===== src/rtl/sum_accumulator.sv =====
// Frame accumulator for the operand adder's sums: adds N_SAMPLES sums into a
// saturating total and holds it on a valid/ready output until it is taken.
module sum_accumulator #(
  parameter int IN_W      = 5,
  parameter int N_SAMPLES = 4,
  parameter int ACC_W     = 8
) (
  input  logic             clk,
  input  logic             rst_n,
  input  logic             clear,
  input  logic             in_valid,
  output logic             in_ready,
  input  logic [IN_W-1:0]  in_sum,
  output logic             out_valid,
  input  logic             out_ready,
  output logic [ACC_W-1:0] out_acc,
  output logic             out_ovf
);
  localparam int CNT_W = $clog2(N_SAMPLES);
  localparam logic [CNT_W-1:0] CNT_LAST = CNT_W'(N_SAMPLES - 1);
  localparam logic [IN_W-1:0]  MAX_SUM  = IN_W'(2 * ((1 << (IN_W - 1)) - 1));

  typedef enum logic {ACCUM, HOLD} state_e;

  state_e           state_q, state_d;
  logic [ACC_W-1:0] acc_q, acc_d, out_acc_q, out_acc_d;
  logic [CNT_W-1:0] count_q, count_d;
  logic             ovf_q, ovf_d, out_valid_q, out_valid_d, out_ovf_q, out_ovf_d;
  logic [ACC_W:0]   sum_w;
  logic [ACC_W-1:0] sat_acc;
  logic             sat_ovf;

  // One extra bit catches the carry out; anything beyond ACC_W bits clamps.
  assign sum_w   = {1'b0, acc_q} + {{(ACC_W + 1 - IN_W){1'b0}}, in_sum};
  assign sat_acc = sum_w[ACC_W] ? {ACC_W{1'b1}} : sum_w[ACC_W-1:0];
  assign sat_ovf = ovf_q | sum_w[ACC_W];

  assign in_ready  = (state_q == ACCUM) && !clear;
  assign out_valid = out_valid_q;
  assign out_acc   = out_acc_q;
  assign out_ovf   = out_ovf_q;

  always_comb begin
    state_d     = state_q;
    acc_d       = acc_q;
    ovf_d       = ovf_q;
    count_d     = count_q;
    out_valid_d = out_valid_q;
    out_acc_d   = out_acc_q;
    out_ovf_d   = out_ovf_q;
    if (clear) begin
      state_d     = ACCUM;
      acc_d       = '0;
      ovf_d       = 1'b0;
      count_d     = '0;
      out_valid_d = 1'b0;
    end else begin
      case (state_q)
        ACCUM: begin
          if (in_valid) begin
            acc_d = sat_acc;
            ovf_d = sat_ovf;
            if (count_q == CNT_LAST) begin
              count_d     = '0;
              out_acc_d   = sat_acc;
              out_ovf_d   = sat_ovf;
              out_valid_d = 1'b1;
              state_d     = HOLD;
            end else begin
              count_d = count_q + CNT_W'(1);
            end
          end
        end
        HOLD: begin
          if (out_ready) begin
            out_valid_d = 1'b0;
            acc_d       = '0;
            ovf_d       = 1'b0;
            state_d     = ACCUM;
          end
        end
        default: state_d = ACCUM;
      endcase
    end
  end

  always_ff @(posedge clk or negedge rst_n) begin
    if (!rst_n) begin
      state_q     <= ACCUM;
      acc_q       <= '0;
      ovf_q       <= 1'b0;
      count_q     <= '0;
      out_valid_q <= 1'b0;
      out_acc_q   <= '0;
      out_ovf_q   <= 1'b0;
    end else begin
      state_q     <= state_d;
      acc_q       <= acc_d;
      ovf_q       <= ovf_d;
      count_q     <= count_d;
      out_valid_q <= out_valid_d;
      out_acc_q   <= out_acc_d;
      out_ovf_q   <= out_ovf_d;
    end
  end

  // Previous-cycle stall snapshot, used only by the stability self-check.
  logic             stall_q;
  logic [ACC_W-1:0] acc_prev_q;
  always_ff @(posedge clk or negedge rst_n) begin
    if (!rst_n) begin
      stall_q    <= 1'b0;
      acc_prev_q <= '0;
    end else begin
      stall_q    <= out_valid_q && !out_ready;
      acc_prev_q <= out_acc_q;
    end
  end

  always @(posedge clk) begin
    if (rst_n) begin
      if (in_valid) assert (in_sum <= MAX_SUM) else $error("in_sum out of range");
      if (state_q == HOLD) assert (!in_ready) else $error("in_ready high in HOLD");
      if (stall_q) assert (out_acc_q == acc_prev_q) else $error("out_acc changed under stall");
      assert ({1'b0, count_q} < (CNT_W + 1)'(N_SAMPLES)) else $error("count out of range");
    end
  end
endmodule


===== config.mk =====
export PLATFORM = sky130hd
export DESIGN_NAME = sum_accumulator
export DESIGN_NICKNAME = d
export VERILOG_FILES = /design/src/rtl/sum_accumulator.sv
export SDC_FILE = /design/constraint.sdc
export NUM_CORES = 1
export LEC_CHECK = 0
export BUFFER_PORTS_ARGS = -buffer_cell sky130_fd_sc_hd__buf_2
export CORE_MARGIN = 2
export CORE_UTILIZATION = 40
export DETAILED_ROUTE_END_ITERATION = 10
export PLACE_DENSITY = 0.65
export SYNTH_ARGS = -nofsm -noshare
export SYNTH_HDL_FRONTEND = slang
export SYNTH_SLANG_ARGS = --single-unit

===== constraint.sdc =====
create_clock -name clk -period 3.1 [get_ports clk]
set_input_delay 0.775 -clock clk [delete_from_list [all_inputs] [get_ports clk]]
set_output_delay 0.775 -clock clk [all_outputs]
set_load 0.01 [all_outputs]

After elaboration in Yosys (flattened, before gate mapping)
Index checks and enable logic that the tools add are counted.

Word-level logic and storage cells: 46. Register bits after elaboration: 22. Output and inout bits: 11. Bits of input ports: 10.

Bitwise logic cells: 3. Reductions and logical operators: 7. Mux-type cells: 22. $add $sub $neg: 2. Equality and inequality tests: 5.

Operators by type and width (number): $mux 8 (4); $pmux 8 s2 (1); $mux 1 (10); $add 8x5->9 (1); $mux 2 (4); $ne 3x3->1 const B (2); $pmux 1 s2 (3); $reduce_and 2->1 (2); $reduce_and 4->1 (1); $ne 3x2->1 const B (1); $reduce_and 3->1 (1); $add 2x1->2 const B (1); $eq 2x2->1 const B (1); $ne 2x2->1 const B (1); $not 1->1 (2); $reduce_bool 2->1 (1); $logic_and 1x1->1 (1); $logic_not 1->1 (1); $or 1x1->1 (1).

Depth between registers and ports, before layout
Depth in word-level cells: 5. Gate-level depth with buffers: 6.

Worst setup path after synthesis
OpenSTA, ideal clock, no wires.

Path type: input -> register. From: in in_sum[0]. To: reg out_acc_q[4], in the netlist out_acc[4]. Library setup time: 125 ps. Slack: 565 ps. Data required time: 2975 ps. Stages: 6. Buffers on the path: 0. Data arrival time: 2410 ps. Cell sequence: ha_1 > fa_1 > a211o_1 > a21o_1 > a22o_1 > mux2_4.

Longest elaborated chain between the ends: 2.

RTL lines: start: declaration (line 13) `input logic [IN_W-1:0] in_sum,`; $add 8x5->9 (line 34) `assign sum_w = {1'b0, acc_q} + {{(ACC_W + 1 - IN_W){1'b0}}, in_sum};`; $mux 8 (line 35) `assign sat_acc = sum_w[ACC_W] ? {ACC_W{1'b1}} : sum_w[ACC_W-1:0];`; end signal: assignment (line 102) `out_acc_q <= out_acc_d;`; end: declaration (line 26) `logic [ACC_W-1:0] acc_q, acc_d, out_acc_q, out_acc_d;`.

No other way between the ends. A chain may end at the register's enable or synchronous reset.

Worst setup path in the final report
Ends and elaborated chain as after synthesis.

==> results_dict.tcl <==
set metrics [dict create \
    post_cts.repair.setup_buffers 0 \
    htree_levels 1 \
    slew_viol_final 0 \
    synth_warnings 0 \
    synth-seq-cells 22 \
    grt_pass1_wl_microns 4692 \
    die_h_microns 59.73 \
    cts_tree "done" \
    wl_per_cell_microns 14.88 \
    crit_path_top_delay_cell "fa_1" \
    startpoint_type "input port" \
    slew_headroom_pct 60.24 \
    setup-tns-final_ns 0 \
    vias 1043 \
    power.leakage_uw 0.0006843 \
    initial_utilization_pct 41.38 \
    totalPowerFinal_uw 692.6 \
    status "finished clean" \
    maxCapViolCount 0 \
    crit_path_max_fanout 7 \
    route.detailed.drc 0 \
    routed_wl_microns 2649 \
    ioPinCount 21 \
    grt_pass1_vias 1040 \
    cts.path.max_buffers 2 \
    p_clk_share_pct 23.8 \
    worstSkewPairLatency_ns 0.32 \
    critPathArrivalTime_ns 2.60 \
    end_kind "flop" \
    rows 20 \
    rsz0062_at_grt "no" \
    hold_viol 0 \
    post-route-min-period_ns 2.388 \
    finalSetupViolations 0 \
    syn-cell-area_sq_mm 0.001242 \
    cp_slowest_stage_delay_ns 0.42 \
    synth_cell_type_count 42 \
    synth-edff-count 0 \
    detailed_place_hpwl_microns 1975 \
    intPower_uw 474.3 \
    grt_max_degree 23 \
    die_w_microns 59.73 \
    final_common_cell "dfrtp_1" \
    synthArstFlopShare_pct 100.0 \
    irDropWorstVdd_v 0.0001917 \
    finClkSkew_ns 0.01129 \
    cts_resized 0 \
    required_ns 3.31 \
    dr.pass1.iters 4 \
    synth.top_cells.by_area "dfrtp_1, ha_1, a21oi_1" \
    switching_power_uw 218.3 \
    fmax_mhz 418.7 \
    drt_iter0_markers 18 \
    ctsHoldBuffers 0 \
    synthFlopType "dfrtp_1" \
    area_growth_pct 12.69 \
    portBuffers 20 \
    synth_fp_nets 141 \
    drive_gt1_share_pct 22.76 \
    synth_area_leader_cell "dfrtp_1" \
    antenna_left 0 \
    clock_sink_count 22 \
    design.core.area_sq_mm 0.003003 \
    clkTransAtPathRegs_ns 0.13 \
    antenna_found_initial 0 \
    numCtsBuffers 3 \
    min_period_over_period_pct 77.04 \
    gp_congestion 0.9340 \
    cts_root_buf "clkbuf_4" \
    holdWs_ns 0.4049 \
    syn_inst 124 \
    seq_area_frac_synth_pct 44.31 \
    viasPerCell 5.860 \
    critical_path.cell_chain "buf_2, ha_1, fa_1, a211o_1, a21o_1, a22o_1, mux2_4" \
    overflow 0 \
    criticalPathCategory "in2reg" \
    num_antenna_cells 0 \
    min_path_type "in2async" \
    tightest_slew_ns 0.5938 \
    powerDensity_mw_per_mm2 494.7 \
    seqPwrFrac_pct 49.0 \
    final_nets 163 \
    power_switching_share_pct 31.52 \
    netlist.area_leader.share_pct 44.31 \
    final_cell_mix "dfrtp_1, buf_2, nand2_1, nor2_1, a21oi_1" \
    grt_usage_pct 17.41 \
    synth_area_per_cell_sq_um 10.02 \
    comb_power_share_pct 27.2 \
    die_area_sq_mm 0.003568 \
]
-- per-stage QoR --
stage                     setup WS, ns  utilization, %  instance area, sq um  std cells
final                           0.7119           46.63                  1400        178
after global routing            0.6100           46.63                  1400        178
after CTS                       0.7205           46.63                  1400        178
after detailed placement        0.3643           45.42                  1364        174
after global placement          0.3904           45.42                  1364        174
after floorplan                 0.5645               -                  1242        124
-- layer usage --
| metal | track usage (%) | vias to the layer above | wire length (microns) |
|---|---|---|---|
| met5 | 0 | - | 0 |
| met4 | 6.032 | 0 | 34 |
| met3 | 2.814 | 4 | 119 |
| met2 | 26.86 | 22 | 1218 |
| met1 | 24.79 | 516 | 1276 |
| li1 | - | 501 | - |
-- layout make-up --
type,count,area [sq um]
Tap cell,33,41.29
Multi-Input combinational cell,96,660.6
Timing Repair Buffer,20,100.1
Clock buffer,4,36.28
Sequential cell,22,550.5
Inverter,3,11.26
Fill cell,297,1603
-- kinds of logic after synthesis --
family | after synthesis | share of synthesized area, %
buffers and inverters | 6 | 2.517
AND/OR/NAND/NOR | 37 | 15.71
adder cells (fa/ha/maj) | 7 | 7.653
flip-flops | 22 | 44.31
AO/OA/AOI/OAI | 46 | 24.67
XOR/XNOR | 2 | 1.410
multiplexers | 4 | 3.726
-- synthesized netlist by cell type, drive strengths merged, types with 3 or more instances --
master / instances
dfrtp: 22
nand2: 14
a21oi: 11
nor2: 11
o21ai: 10
ha: 6
a21o: 3
a22o: 3
and3: 3
buf: 3
inv: 3
-- critical path, delay by kind of cell --
family	cells	cell delay (ns)
AOI/OAI and AO/OA	3	0.83
adders and majority gates	2	0.65
muxes	1	0.25
buffers and inverters	1	0.10
-- power by group through the flow --
stage                     logic (uW)  registers [uW]  clock network [uW]
after floorplan                  118             355                   0
after global placement           186             345                   0
after detailed placement         189             345                   0
after CTS                        190             340                 169
after global routing             213             345                 182
final                            189             339                 165
-- sequential cells by signal (all words and copies together) (netlist names) --
register and flops:
acc_q 8, out_acc 8, count_q 2, out_ovf 1
out_valid 1, ovf_q 1, state_q 1
-- worst paths after layout --
kind / from / to / slack, ns / cells after the start
max in group asynchronous: rst_n / count_q[1] / 2.35 / 1
worst max-delay path: in_sum[0] / out_acc[4] / 0.71 / 7
worst max register to register: acc_q[0] / out_acc[4] / 0.87 / 6
min in group clk: out_acc[0] / out_acc[0] / 0.50 / 2
worst min-delay path: rst_n / acc_q[2] / 0.40 / 1
worst min register to register: out_acc[0] / out_acc[0] / 0.50 / 2
(Power assumes the default switching activity.)
